<file path="src/rtl/tl_pkg.sv">
// Shared types and lamp helpers for the traffic-light lamp monitor.
package tl_pkg;

  typedef enum logic [2:0] {P_IDLE, P_RED, P_GREEN, P_YELLOW, P_FAULT} phase_t;
  typedef enum logic [1:0] {E_NONE, E_SEQ, E_TIME, E_LAMP} err_t;

  // P_IDLE doubles as "invalid": all lamps dark or more than one lit.
  function automatic phase_t lamp_decode(input logic green, input logic yellow,
                                         input logic red);
    case ({red, green, yellow})
      3'b100:  return P_RED;
      3'b010:  return P_GREEN;
      3'b001:  return P_YELLOW;
      default: return P_IDLE;
    endcase
  endfunction

  function automatic phase_t next_legal(input phase_t p);
    case (p)
      P_RED:    return P_GREEN;
      P_GREEN:  return P_YELLOW;
      P_YELLOW: return P_RED;
      default:  return P_IDLE;
    endcase
  endfunction

endpackage

</file>
<file path="src/rtl/tl_tick_gen.sv">
// One-second tick divider; restart forces the count back to zero.
module tl_tick_gen #(
  parameter int CLK_HZ = 50_000_000
) (
  input  logic clk,
  input  logic _rst,
  input  logic restart,
  output logic tick
);

  localparam int W = (CLK_HZ > 1) ? $clog2(CLK_HZ) : 1;

  logic [W-1:0] cnt;

  assign tick = (cnt == W'(CLK_HZ - 1));

  always_ff @(posedge clk or negedge _rst) begin
    if (!_rst)                cnt <= '0;
    else if (restart || tick) cnt <= '0;
    else                      cnt <= cnt + 1'b1;
  end

endmodule

</file>
<file path="src/rtl/tl_monitor.sv">
// Lamp-interface watchdog: checks one-hot lamps, R->G->Y order and phase durations.
// Define LAMP_SYNC_EN to put a 2-flop synchronizer on each lamp input (+2 clk latency).
//
//  state    | meaning
//  P_IDLE   | waiting for the first valid lamp; that phase is untimed
//  P_RED    | red lit
//  P_GREEN  | green lit
//  P_YELLOW | yellow lit
//  P_FAULT  | violation latched in err_code until clr_fault
module tl_monitor
  import tl_pkg::*;
#(
  parameter int CLK_HZ     = 50_000_000,
  parameter int RED_S      = 40,
  parameter int GREEN_S    = 21,
  parameter int YELLOW_S   = 3,
  parameter int TOL_S      = 1,
  parameter int GLITCH_CYC = 4
) (
  input  logic       clk,
  input  logic       _rst,
  input  logic       green,
  input  logic       yellow,
  input  logic       red,
  input  logic       clr_fault,
  output logic [2:0] phase,
  output logic [7:0] sec_cnt,
  output logic       fault,
  output logic [1:0] err_code,
  output logic       cycle_done
);

  localparam int GW = $clog2(GLITCH_CYC + 1);

  logic [2:0]    lamps;
  phase_t        state, dec, nxt;
  err_t          err;
  logic          invalid, active, changed, in_range, overrun;
  logic          lamp_err, seq_err, time_err;
  logic          tick, restart, partial, chk_r, chk_g;
  logic [GW-1:0] glitch_cnt;
  logic [7:0]    sec_inc;
  int            nom;

`ifdef LAMP_SYNC_EN
  logic [2:0] sync1, sync2;
  always_ff @(posedge clk or negedge _rst) begin
    if (!_rst) begin
      sync1 <= '0;
      sync2 <= '0;
    end else begin
      sync1 <= {green, yellow, red};
      sync2 <= sync1;
    end
  end
  assign lamps = sync2;
`else
  assign lamps = {green, yellow, red};
`endif

  always_comb begin
    dec     = lamp_decode(lamps[2], lamps[1], lamps[0]);
    invalid = (dec == P_IDLE);
    active  = (state == P_RED) || (state == P_GREEN) || (state == P_YELLOW);
    changed = active && !invalid && (dec != state);
    case (state)
      P_RED:    nom = RED_S;
      P_GREEN:  nom = GREEN_S;
      P_YELLOW: nom = YELLOW_S;
      default:  nom = 0;
    endcase
    in_range = (int'(sec_cnt) >= nom - TOL_S) && (int'(sec_cnt) <= nom + TOL_S);
    overrun  = tick && (int'(sec_cnt) == nom + TOL_S);
    lamp_err = (state != P_FAULT) && invalid && (glitch_cnt == GW'(GLITCH_CYC - 1));
    seq_err  = changed && (dec != next_legal(state));
    time_err = active && !partial && (overrun || (changed && !in_range));
    if (lamp_err)      err = E_LAMP;
    else if (seq_err)  err = E_SEQ;
    else if (time_err) err = E_TIME;
    else               err = E_NONE;
    nxt = state;
    if (err != E_NONE) nxt = P_FAULT;
    else begin
      case (state)
        P_IDLE:  if (!invalid) nxt = dec;
        P_FAULT: if (clr_fault) nxt = P_IDLE;
        default: if (changed) nxt = dec;
      endcase
    end
    sec_inc = (sec_cnt == 8'hFF) ? sec_cnt : sec_cnt + 8'(tick);
  end

  assign restart = (nxt != state);
  assign phase   = state;

  tl_tick_gen #(.CLK_HZ(CLK_HZ)) u_tick (
    .clk    (clk),
    ._rst   (_rst),
    .restart(restart),
    .tick   (tick)
  );

  always_ff @(posedge clk or negedge _rst) begin
    if (!_rst) begin
      state      <= P_IDLE;
      sec_cnt    <= '0;
      fault      <= 1'b0;
      err_code   <= '0;
      cycle_done <= 1'b0;
      partial    <= 1'b0;
      chk_r      <= 1'b0;
      chk_g      <= 1'b0;
      glitch_cnt <= '0;
    end else begin
      state      <= nxt;
      fault      <= (nxt == P_FAULT);
      cycle_done <= 1'b0;
      if (state == P_FAULT || !invalid)
        glitch_cnt <= '0;
      else if (glitch_cnt != GW'(GLITCH_CYC - 1))
        glitch_cnt <= glitch_cnt + 1'b1;
      if (err != E_NONE) begin
        // sec_cnt freezes on the value that triggered the fault.
        err_code <= err;
        sec_cnt  <= sec_inc;
        partial  <= 1'b0;
        chk_r    <= 1'b0;
        chk_g    <= 1'b0;
      end else begin
        case (state)
          P_FAULT: if (clr_fault) begin
            err_code <= E_NONE;
            sec_cnt  <= '0;
          end
          P_IDLE: if (!invalid) begin
            sec_cnt <= '0;
            partial <= 1'b1;
            chk_r   <= 1'b0;
            chk_g   <= 1'b0;
          end else sec_cnt <= sec_inc;
          default: if (changed) begin
            sec_cnt <= '0;
            partial <= 1'b0;
            if (!partial) begin
              if (state == P_RED)   chk_r <= 1'b1;
              if (state == P_GREEN) chk_g <= 1'b1;
              if (state == P_YELLOW) begin
                cycle_done <= chk_r && chk_g;
                chk_r      <= 1'b0;
                chk_g      <= 1'b0;
              end
            end
          end else sec_cnt <= sec_inc;
        endcase
      end
    end
  end

endmodule

</file>
<file path="config.mk">
export PLATFORM = sky130hd
export DESIGN_NAME = tl_monitor
export DESIGN_NICKNAME = d
export VERILOG_FILES = /design/src/rtl/tl_pkg.sv /design/src/rtl/tl_tick_gen.sv /design/src/rtl/tl_monitor.sv
export SDC_FILE = /design/constraint.sdc
export NUM_CORES = 1
export LEC_CHECK = 0
export CAP_MARGIN = 20
export CORE_MARGIN = 10
export CORE_UTILIZATION = 60
export DETAILED_ROUTE_END_ITERATION = 12
export PLACE_DENSITY = 0.81
export REMOVE_ABC_BUFFERS = 1
export SYNTH_ARGS = -nofsm -noshare
export SYNTH_HDL_FRONTEND = slang
export SYNTH_HIERARCHICAL = 1
export SYNTH_SLANG_ARGS = --single-unit
</file>
<file path="constraint.sdc">
create_clock -name clk -period 3.4 [get_ports clk]
set_input_delay 0.68 -clock clk [delete_from_list [all_inputs] [get_ports clk]]
set_output_delay 0.68 -clock clk [all_outputs]
set_load 0.01 [all_outputs]
</file>
==> summary.txt <==
Worst setup path
  • CP top delay family: compound AO/OA/AOI/OAI gates
  • CP dominant cell by count: ha_1
  • Crit path depth: 12
  • Crit Path Category: reg -> reg
  • Critical Path End: sec_cnt[5]
  • WP data arrival: 3300 ps
  • CP cell instances: nor2b_1 -> nand2_1 -> ha_1 -> xnor2_1 -> ha_1 -> and3_1 -> o21ai_0 -> a31oi_1 -> a211oi_1 -> o2111ai_2 -> and3_2 -> a311oi_1
  • Crit path from: phase[2]
  • CP max stage delay: 410 ps
  • CP endpoint kind: flip-flop
  • CP Buf/Inv Count: 0
  • Max FO, Critical Path: 8
  • Slowest CP cell: dfrtp_1
  • R2r startpoint: phase[2]
  • FF-to-FF path depth: 12
  • Required time worst endpoint: 3590 ps
  • Worst R2R Setup Slack: 290 ps
  • R2R Path End: sec_cnt[5]
  • Worst Setup Start Kind: flip-flop

Timing
  • Unrepaired setup endpoints after global routing: no
  • Final setup vio count: 0
  • Setup TNS Final: 0 ps
  • Fmax: 322 MHz
  • Measured slew at the worst slew-check pin: 467 ps
  • Max-slew violation count: 0
  • Final Hold Vio Count: 0
  • Min Tclk post-route: 3110 ps
  • Clock Skews: 13.1 ps
  • Fin crit share: 91.4%
  • Max-slew headroom: 68.8%

Final layout
  • Final #Nets: 399
  • Multi-input logic area: 1900 µm²
  • Area grow syn2layout: 11.1%
  • Final non-filler cell total: 441
  • N_diodes: 0
  • Sequential cell area: 1180 µm²
  • Share of cells above drive strength 1: 12.1%
  • Fill count: 435

Job
  • Max-Cap Viols: 0

Route
  • Routed Antenna Nets: 0
  • Drt wl/cell: 16.4 µm
  • Via count: 2,718
  • DR DRC count: 0
  • First-pass DRT Iterations: 4
  • DRT Wirelength: 7220 µm
  • Via-per-instance ratio: 6.16
  • DR iter-0 viols: 158

Yosys
  • Distinct cells, synth: 66
  • EDFF count, synth: 0
  • Synth async-reset ratio: 100%
  • Yosys warns: 6
  • Syn_area_per_cell: 9.21 µm²
  • Number of synthesized register bits: 47
  • Mapped Area: 3220 µm²
  • Synth Instances: 349
  • Post-synthesis sequential area ratio: 36.6%
  • Main synth FF type: dfrtp_1

Placed design
  • Gp weighted congestion: 0.800
  • Port Buf Inserts: 20
  • Post-DP HPWL: 5150 µm
  • Placed cell count: 432

Power and ir drop
  • NetSw: 0.900 mW
  • Power share of the clock group: 15.3%
  • Power per standard cell area: 603 nW/µm²
  • P_int: 1.26 mW
  • Seq pwr share: 34.0%
  • Net Sw Frac: 41.8%
  • Leak: 1.55 nW
  • Peak supply drop: 446 µV
  • Part of the power in combinational logic: 50.7%

CTS
  • Clock tree from TritonCTS: yes
  • # hold bufs at CTS: 0
  • Clock root cell: clkbuf_8
  • Clock Latency Late Sink: 300 ps
  • CTS max path bufs: 2
  • # clock sinks: 47
  • H-tree lvl count: 2
  • Clock slew at reported path FFs: 90 ps
  • Num CTS Buffers: 5

Floorplanning
  • Die height: 93.2 µm
  • Initial Utilization: 62.6%
  • Row count: 26
  • Die width: 93.2 µm
  • Die Area: 8690 µm²
  • # IOs: 21
  • Core ar.: 5140 µm²

GRT
  • Initial antenna violation count: 0
  • Vias in the first global route: 2,643
  • First-pass GRT wire length: 12,200 µm
  • GRT Util Overall: 16.7%
  • Pin count of the biggest net entering global routing: 48
  • GRT overflow: 0

Outcome
  • Status: finished, final reports clean

Min path
  • Hold Crit Class: in -> async
==> worst register-to-register path: stages, from the launching register on <==
cell and delay (ps):
dfrtp_1 410, nor2b_1 150, nand2_1 120, ha_1 220, xnor2_1 220, ha_1 280
and3_1 170, o21ai_0 220, a31oi_1 140, a211oi_1 300, o2111ai_2 190, and3_2 330
a311oi_1 250
==> power groups by stage <==
stage                     clock [mW]  sequential (mW)  combinational, mW
after floorplan                    0            0.775              0.650
after global placement             0            0.737               1.01
after detailed placement           0            0.742               1.05
after CTS                      0.334            0.732               1.06
after global routing           0.363            0.747               1.22
final                          0.329            0.733               1.09
==> final cells by class <==
class	instances	share of cell area [%]
Timing Repair Buffer	28	7.49
Inverter	16	1.68
Multi-Input combinational cell	273	53.2
Clock inverter	2	0.385
Sequential cell	47	32.9
Tap cell	70	2.45
Clock buffer	5	1.93
==> repair_timing <==
| action | 4_1_cts | 5_1_grt |
|---|---|---|
| buffers inserted | 0 | 0 |
| endpoints found under the setup margin | 0 | 27 |
| resized for setup | 0 | 3 |
==> registers in the layout (all words and copies together), names as in the netlist <==
signal / cells
cycle_done: 1
err_code: 2
u_tick/cnt: 26
phase: 3
partial: 1
chk_g: 1
fault: 1
sec_cnt: 8
glitch_cnt: 3
chk_r: 1
==> worst min-delay path by stage <==
stage	end	start	slack [ps]	depth (start not counted)
2_1_floorplan	chk_g	_rst	380	0
3_3_place_gp	u_tick/cnt[0]	u_tick/cnt[0]	490	1
3_5_place_dp	glitch_cnt[2]	glitch_cnt[2]	510	2
4_1_cts	glitch_cnt[2]	glitch_cnt[2]	530	2
5_1_grt	u_tick/cnt[16]	_rst	260	1
6_report	u_tick/cnt[21]	_rst	260	1
==> cell families after synthesis <==
logic type / after synthesis / share of synthesized area [%]
multiplexers: 4 / 1.25
flip-flops: 47 / 36.6
adder cells (fa/ha/maj): 22 / 8.56
AND/OR/NAND/NOR: 158 / 28.8
AO/OA/AOI/OAI: 71 / 15.0
buffers and inverters: 30 / 5.21
XOR/XNOR: 17 / 4.63
==> placed cells by master, fill, tap and decap left out, drive strengths merged, types with 2 or more instances in the layout <==
master and n:
dfrtp 47, nor2 36, nand2 29, a21oi 24, ha 22, clkdlybuf4s50 19
nand3 17, inv 16, nand4 11, o31ai 11, xor2 11, o21ai 11
or4 10, buf 9, nand2b 7, nor3 7, and4 7, xnor2 6
a211oi 6, clkbuf 5, and2 5, and3 5, nor2b 4, mux2i 4
or3 4, and2b 3, a311oi 3, a21o 3, or2 3, nor4b 3
o211ai 2, nand3b 2, o21bai 2, nor3b 2, nor4 2, o2111ai 2
clkinv 2
==> cells in the mapped netlist, types with 4 or more instances <==
master	number	share of area, %
a211oi_1	5	1.2
a21oi_1	22	3.4
and2_1	4	0.78
and3_1	4	0.78
and4_1	5	1.4
clkbuf_1	4	0.47
dfrtp_1	47	37
ha_1	22	8.6
inv_1	16	1.9
mux2i_1	4	1.2
nand2_1	28	3.3
nand2b_1	7	1.4
nand3_1	15	2.3
nand4_1	11	2.1
nor2_1	36	4.2
nor2b_1	4	0.78
nor3_1	7	1.1
o21ai_0	10	1.6
o31ai_1	11	2.6
or4_1	8	1.9
xnor2_1	6	1.6
xor2_1	11	3.0
==> layer usage <==
metal / global-route usage (%) / vias up / routed length [µm]
met3: 3.68 / 10 / 338
met5: 0 / - / 0
met4: 5.14 / 0 / 75
met1: 20.4 / 1331 / 3190
li1: - / 1322 / -
met2: 28.8 / 55 / 3620
==> through the flow <==
step / setup WS (ps) / hold slack [ps] / utilization (%) / area, µm² / total power, mW
4_1_cts: 179 / 531 / 68.6 / 3530 / 2.12
3_3_place_gp: 172 / 492 / 67.0 / 3440 / 1.75
2_1_floorplan: 320 / 384 / - / 3110 / 1.43
3_5_place_dp: 102 / 510 / 67.0 / 3440 / 1.79
6_report: 291 / 257 / 69.5 / 3570 / 2.16
5_1_grt: 6.88 / 263 / 69.5 / 3570 / 2.33
Power figures use the tool's default switching activity.
